<file path="src/rtl/shot_link_tx.sv">
// Frames the gun controller's shot state into a 7-byte UART packet every
// PERIOD_FRAMES vsync rising edges, streamed over a valid/ready byte port.
module shot_link_tx #(
   parameter logic [7:0] SYNC_BYTE     = 8'hA5,
   parameter int         PERIOD_FRAMES = 2
) (
   input  logic       clk,
   input  logic       rst,
   input  logic       enable,
   input  logic       vsync,
   input  logic [9:0] xpos_bullet,
   input  logic [9:0] ypos_bullet,
   input  logic [2:0] direction,
   input  logic       tank_hit,
   input  logic       obstacle_hit,
   input  logic [7:0] hp_enemy,
   output logic [7:0] tx_data,
   output logic       tx_valid,
   input  logic       tx_ready,
   output logic       busy,
   output logic       pkt_sent,
   output logic [7:0] overrun_cnt
);

   localparam int            FW    = (PERIOD_FRAMES > 1) ? $clog2(PERIOD_FRAMES) : 1;
   localparam logic [FW-1:0] FLAST = FW'(PERIOD_FRAMES - 1);

   typedef enum logic {IDLE, SEND} state_t;

   state_t        state_q, state_d;
   logic          vsync_q;
   logic [FW-1:0] fcnt_q, fcnt_d;
   logic [2:0]    idx_q, idx_d;
   logic          tankFlag_q, tankFlag_d, obstFlag_q, obstFlag_d;
   logic [9:0]    snapX_q, snapX_d, snapY_q, snapY_d;
   logic [2:0]    snapDir_q, snapDir_d;
   logic [7:0]    snapHp_q, snapHp_d;
   logic          snapTank_q, snapTank_d, snapObst_q, snapObst_d;
   logic [7:0]    txData_q, txData_d;
   logic          txValid_q, txValid_d, busy_q, busy_d, pktSent_q, pktSent_d;
   logic [7:0]    overrun_q, overrun_d;

   logic       vsyncEdge, trigger;
   logic [7:0] b1, b2, b3, b4, b5, b6, nextByte;
   logic [2:0] nextIdx;

   assign vsyncEdge = vsync & ~vsync_q;
   assign trigger   = vsyncEdge & enable & (fcnt_q == FLAST);

   assign b1 = {snapTank_q, snapObst_q, 1'b0, snapDir_q, snapX_q[9:8]};
   assign b2 = snapX_q[7:0];
   assign b3 = {6'b0, snapY_q[9:8]};
   assign b4 = snapY_q[7:0];
   assign b5 = snapHp_q;
   assign b6 = SYNC_BYTE ^ b1 ^ b2 ^ b3 ^ b4 ^ b5;
   assign nextIdx = idx_q + 3'd1;

   always_comb begin
      nextByte = SYNC_BYTE;
      case (nextIdx)
         3'd1:    nextByte = b1;
         3'd2:    nextByte = b2;
         3'd3:    nextByte = b3;
         3'd4:    nextByte = b4;
         3'd5:    nextByte = b5;
         3'd6:    nextByte = b6;
         default: nextByte = SYNC_BYTE;
      endcase
   end

   always_comb begin
      fcnt_d = fcnt_q;
      if (!enable)
         fcnt_d = '0;
      else if (vsyncEdge)
         fcnt_d = (fcnt_q == FLAST) ? '0 : fcnt_q + FW'(1);
   end

   // Hit flags stay sticky until a snapshot takes them; a pulse landing in the
   // snapshot cycle re-arms the flag for the following packet.
   always_comb begin
      state_d    = state_q;
      idx_d      = idx_q;
      tankFlag_d = tankFlag_q | tank_hit;
      obstFlag_d = obstFlag_q | obstacle_hit;
      snapX_d    = snapX_q;
      snapY_d    = snapY_q;
      snapDir_d  = snapDir_q;
      snapHp_d   = snapHp_q;
      snapTank_d = snapTank_q;
      snapObst_d = snapObst_q;
      txData_d   = txData_q;
      txValid_d  = txValid_q;
      busy_d     = busy_q;
      pktSent_d  = 1'b0;
      overrun_d  = overrun_q;

      case (state_q)
         IDLE: begin
            if (trigger) begin
               snapX_d    = xpos_bullet;
               snapY_d    = ypos_bullet;
               snapDir_d  = direction;
               snapHp_d   = hp_enemy;
               snapTank_d = tankFlag_q;
               snapObst_d = obstFlag_q;
               tankFlag_d = tank_hit;
               obstFlag_d = obstacle_hit;
               idx_d      = 3'd0;
               txData_d   = SYNC_BYTE;
               txValid_d  = 1'b1;
               busy_d     = 1'b1;
               state_d    = SEND;
            end
         end
         SEND: begin
            if (trigger && overrun_q != 8'hFF)
               overrun_d = overrun_q + 8'd1;
            if (txValid_q && tx_ready) begin
               if (idx_q == 3'd6) begin
                  txValid_d = 1'b0;
                  busy_d    = 1'b0;
                  pktSent_d = 1'b1;
                  state_d   = IDLE;
               end else begin
                  idx_d    = nextIdx;
                  txData_d = nextByte;
               end
            end
         end
         default: state_d = IDLE;
      endcase
   end

   always_ff @(posedge clk) begin
      if (rst) begin
         state_q    <= IDLE;
         vsync_q    <= 1'b0;
         fcnt_q     <= '0;
         idx_q      <= 3'd0;
         tankFlag_q <= 1'b0;
         obstFlag_q <= 1'b0;
         snapX_q    <= '0;
         snapY_q    <= '0;
         snapDir_q  <= '0;
         snapHp_q   <= '0;
         snapTank_q <= 1'b0;
         snapObst_q <= 1'b0;
         txData_q   <= '0;
         txValid_q  <= 1'b0;
         busy_q     <= 1'b0;
         pktSent_q  <= 1'b0;
         overrun_q  <= '0;
      end else begin
         state_q    <= state_d;
         vsync_q    <= vsync;
         fcnt_q     <= fcnt_d;
         idx_q      <= idx_d;
         tankFlag_q <= tankFlag_d;
         obstFlag_q <= obstFlag_d;
         snapX_q    <= snapX_d;
         snapY_q    <= snapY_d;
         snapDir_q  <= snapDir_d;
         snapHp_q   <= snapHp_d;
         snapTank_q <= snapTank_d;
         snapObst_q <= snapObst_d;
         txData_q   <= txData_d;
         txValid_q  <= txValid_d;
         busy_q     <= busy_d;
         pktSent_q  <= pktSent_d;
         overrun_q  <= overrun_d;
      end
   end

   assign tx_data     = txData_q;
   assign tx_valid    = txValid_q;
   assign busy        = busy_q;
   assign pkt_sent    = pktSent_q;
   assign overrun_cnt = overrun_q;

endmodule

</file>
<file path="config.mk">
export PLATFORM = sky130hd
export DESIGN_NAME = shot_link_tx
export DESIGN_NICKNAME = d
export VERILOG_FILES = /design/src/rtl/shot_link_tx.sv
export SDC_FILE = /design/constraint.sdc
export NUM_CORES = 1
export LEC_CHECK = 0
export ABC_AREA = 1
export BUFFER_PORTS_ARGS = -buffer_cell sky130_fd_sc_hd__buf_2
export CAP_MARGIN = 20
export CORE_MARGIN = 5
export CORE_UTILIZATION = 50
export CTS_CLUSTER_DIAMETER = 150
export DETAILED_ROUTE_END_ITERATION = 8
export HOLD_SLACK_MARGIN = 0.03
export PLACE_DENSITY = 0.78
export REMOVE_ABC_BUFFERS = 1
export SYNTH_ARGS = -nofsm -noshare
export SYNTH_HDL_FRONTEND = slang
export SYNTH_SLANG_ARGS = --single-unit
</file>
<file path="constraint.sdc">
create_clock -name clk -period 5.1 [get_ports clk]
set_clock_uncertainty 0.2 [all_clocks]
set_input_delay 1.53 -clock clk [delete_from_list [all_inputs] [get_ports clk]]
set_output_delay 1.53 -clock clk [all_outputs]
set_load 0.01 [all_outputs]
</file>
==> impl_metrics.tcl <==
set metrics [dict create \
    p_sw_uw 222.9 \
    fp.dieH_um 86.93 \
    cts_made_buffers 9 \
    finalCriticalPeriod_ns 2.922 \
    maxCapViolCount 0 \
    syn_area_mm2 0.002959 \
    port_buffers 56 \
    synthTopCellsByArea "dfxtp_1, nand2_1, nor2_1" \
    worstPathCellList "buf_2 -> nand2_1 -> nor2_2 -> nand3_2 -> buf_4 -> inv_1 -> nor2_1 -> nor2_1" \
    power.density_mw_per_mm2 307.8 \
    cts_tree "yes" \
    dr.pass1.iters 4 \
    place.detailed.hpwl_um 4653 \
    cts.path.max_buffers 2 \
    core-area_mm2 0.005851 \
    synth_area_per_cell_um2 6.979 \
    rsz0062_at_grt "no" \
    first_iter_violations 121 \
    clock_latency_ns 0.34 \
    nets 519 \
    synth_edf_count 0 \
    cp_max_fo 50 \
    cts_setup_buffers 0 \
    multiInputGateArea_mm2 0.001526 \
    cts.clk_slew.worst_paths_ns 0.07 \
    switching_share_pct 20.64 \
    p_int_uw 856.7 \
    comb_power_share_pct 5.0 \
    cpMostUsedCell "nor2_1" \
    rrSetupSlack_ns 3.07 \
    cts-resized-gates 0 \
    report.final.setup_viol 0 \
    ys.flop_type "dfxtp_1" \
    dieArea_mm2 0.007557 \
    antenna_cells 0 \
    antenna_found_initial 0 \
    cts_root_buf "clkbuf_8" \
    place.gp.congestion 0.8407 \
    grt_max_degree 51 \
    grt_pass1_vias 2678 \
    cp-startpoint "vsync" \
    drive_gt1_share_pct 18.75 \
    ant_nets 0 \
    cp_slowest_cell "inv_1" \
    final_cell_mix "nand2_1, nor2_1, dfxtp_1" \
    via_per_inst 5.022 \
    fin_tns_setup_ns 0 \
    seq_power_share_pct 43.9 \
    syn_inst 424 \
    die_w_um 86.93 \
    grt_pass1_wl_um 11370 \
    wl_per_cell_um 12.25 \
    path_delay_family "buffers and inverters" \
    area_delta_synth_final_pct 18.52 \
    hold_path.class "reg2reg" \
    slew_viol_final 0 \
    totalWireLength_um 6800 \
    initial_core_util_pct 50.58 \
    min_from "tx_data[6]" \
    clkSinkCount 59 \
    hold_violations 0 \
    drc_errors 0 \
    synth.top_cell.area_share_pct 39.92 \
    power_uw 1080 \
    irDropWorstVdd_mv 0.1964 \
    grt_use_total_pct 18.98 \
    critical_path_class "in2reg" \
    pin_count 57 \
    p_leak_uw 0.001567 \
    timing.fmax_ghz 0.3422 \
    ys_seq_area_share_pct 39.92 \
    arrival_ns 2.96 \
    cp.buffers_inverters 3 \
    maxSlewHeadroom_pct 36.04 \
    grt-ovfl-total 0 \
    cts_hold_buf 0 \
    synthArstFlopShare_pct 0 \
    final_common_cell "nand2_1" \
    via_count 2787 \
    row_count 28 \
    yosysWarnings 0 \
    endpoint_kind "register" \
    synth.distinct_cells 28 \
    r2r-start "state_q" \
    status "finished clean" \
    h-tree-depth 3 \
    regArea_mm2 0.001181 \
    fin_crit_sh_pct 57.29 \
    critPathLaunchType "input pin" \
    n_fill_cell 540 \
    clock_power_share_pct 51.1 \
    cpPeakStageDelay_ns 0.42 \
    cp.required_ns 5.14 \
    yosys.area.top_type "dfxtp_1" \
    synth_seq_cells 59 \
    worst_pin_slew_ns 0.9584 \
]
## final timing paths
check	to	cells past startpoint
max	snapObst_q	8
max reg2reg	snapObst_q	6
min	tx_data[6]	2
min reg2reg	tx_data[6]	2
## logic make-up after synthesis
family | Yosys count | share of synthesized area (%)
adder cells (fa/ha/maj) | 6 | 2.537
buffers and inverters | 59 | 8.499
XOR/XNOR | 26 | 7.696
flip-flops | 59 | 39.92
AND/OR/NAND/NOR | 192 | 27.19
AO/OA/AOI/OAI | 82 | 14.16
## cell type report
cell class,count,area share (%)
Sequential cell,59,33.68
Tap cell,75,2.676
Multi-Input combinational cell,306,43.52
Clock buffer,12,4.709
Clock inverter,4,2.711
Inverter,42,4.495
Timing Repair Buffer,57,8.206
## worst reg2reg max path: cells and delay by family, from the launching register on
| kind | cells | cell delay [ns] |
|---|---|---|
| buffers and inverters | 3 | 0.91 |
| and+or+nand+nor | 3 | 0.38 |
| DFF | 1 | 0.45 |
## routing by layer
metal,share of wire [%],up-vias,GRT usage (%)
li1,-,1448,-
met1,43,1266,22.02
met2,50,60,33.26
met3,4.6,13,5.298
met4,1.4,0,6.657
met5,0,-,0
## through the flow
| step | hold slack [ns] | area, um^2 | instances | setup WS (ns) | util [%] |
|---|---|---|---|---|---|
| 2_1_floorplan | 0.2500 | 2865 | 407 | 1.968 | - |
| 3_3_place_gp | 0.2535 | 3247 | 539 | 1.907 | 55.50 |
| 3_5_place_dp | 0.2554 | 3247 | 539 | 1.842 | 55.50 |
| 4_1_cts | 0.2657 | 3507 | 555 | 2.172 | 59.94 |
| 5_1_grt | 0.3044 | 3507 | 555 | 2.005 | 59.94 |
| 6_report | 0.2646 | 3507 | 555 | 2.178 | 59.94 |
## sequential cells by signal, indices dropped and copies added, names as in the netlist
register / flops
b5: 8
busy: 1
fcnt_q: 1
idx_q: 3
obstFlag_q: 1
overrun_cnt: 8
pkt_sent: 1
snapDir_q: 3
snapObst_q: 1
snapTank_q: 1
snapX_q: 10
snapY_q: 10
state_q: 1
tankFlag_q: 1
tx_data: 8
vsync_q: 1
## power by group through the flow
stage | logic (uW) | registers [uW] | clock network, uW
2_1_floorplan | 30.2 | 484 | 0
3_3_place_gp | 52.2 | 484 | 0
3_5_place_dp | 53.8 | 484 | 0
4_1_cts | 54.4 | 474 | 556
5_1_grt | 62.7 | 475 | 579
6_report | 53.9 | 474 | 552
## synth_stat cells (2+ instances only)
library cell	count
nand4_1	4
o211ai_1	2
inv_1	38
clkbuf_1	7
nand2_4	2
dfxtp_1	59
o21ai_1	2
nand2_2	2
xor2_1	9
nor2_2	6
o21ai_0	43
xnor2_1	17
buf_2	6
ha_1	6
nand3_1	19
nor2_1	67
a21oi_1	32
nand2_1	89
a31oi_1	2
inv_2	4
No activity file was read; power rests on OpenSTA's default activity.
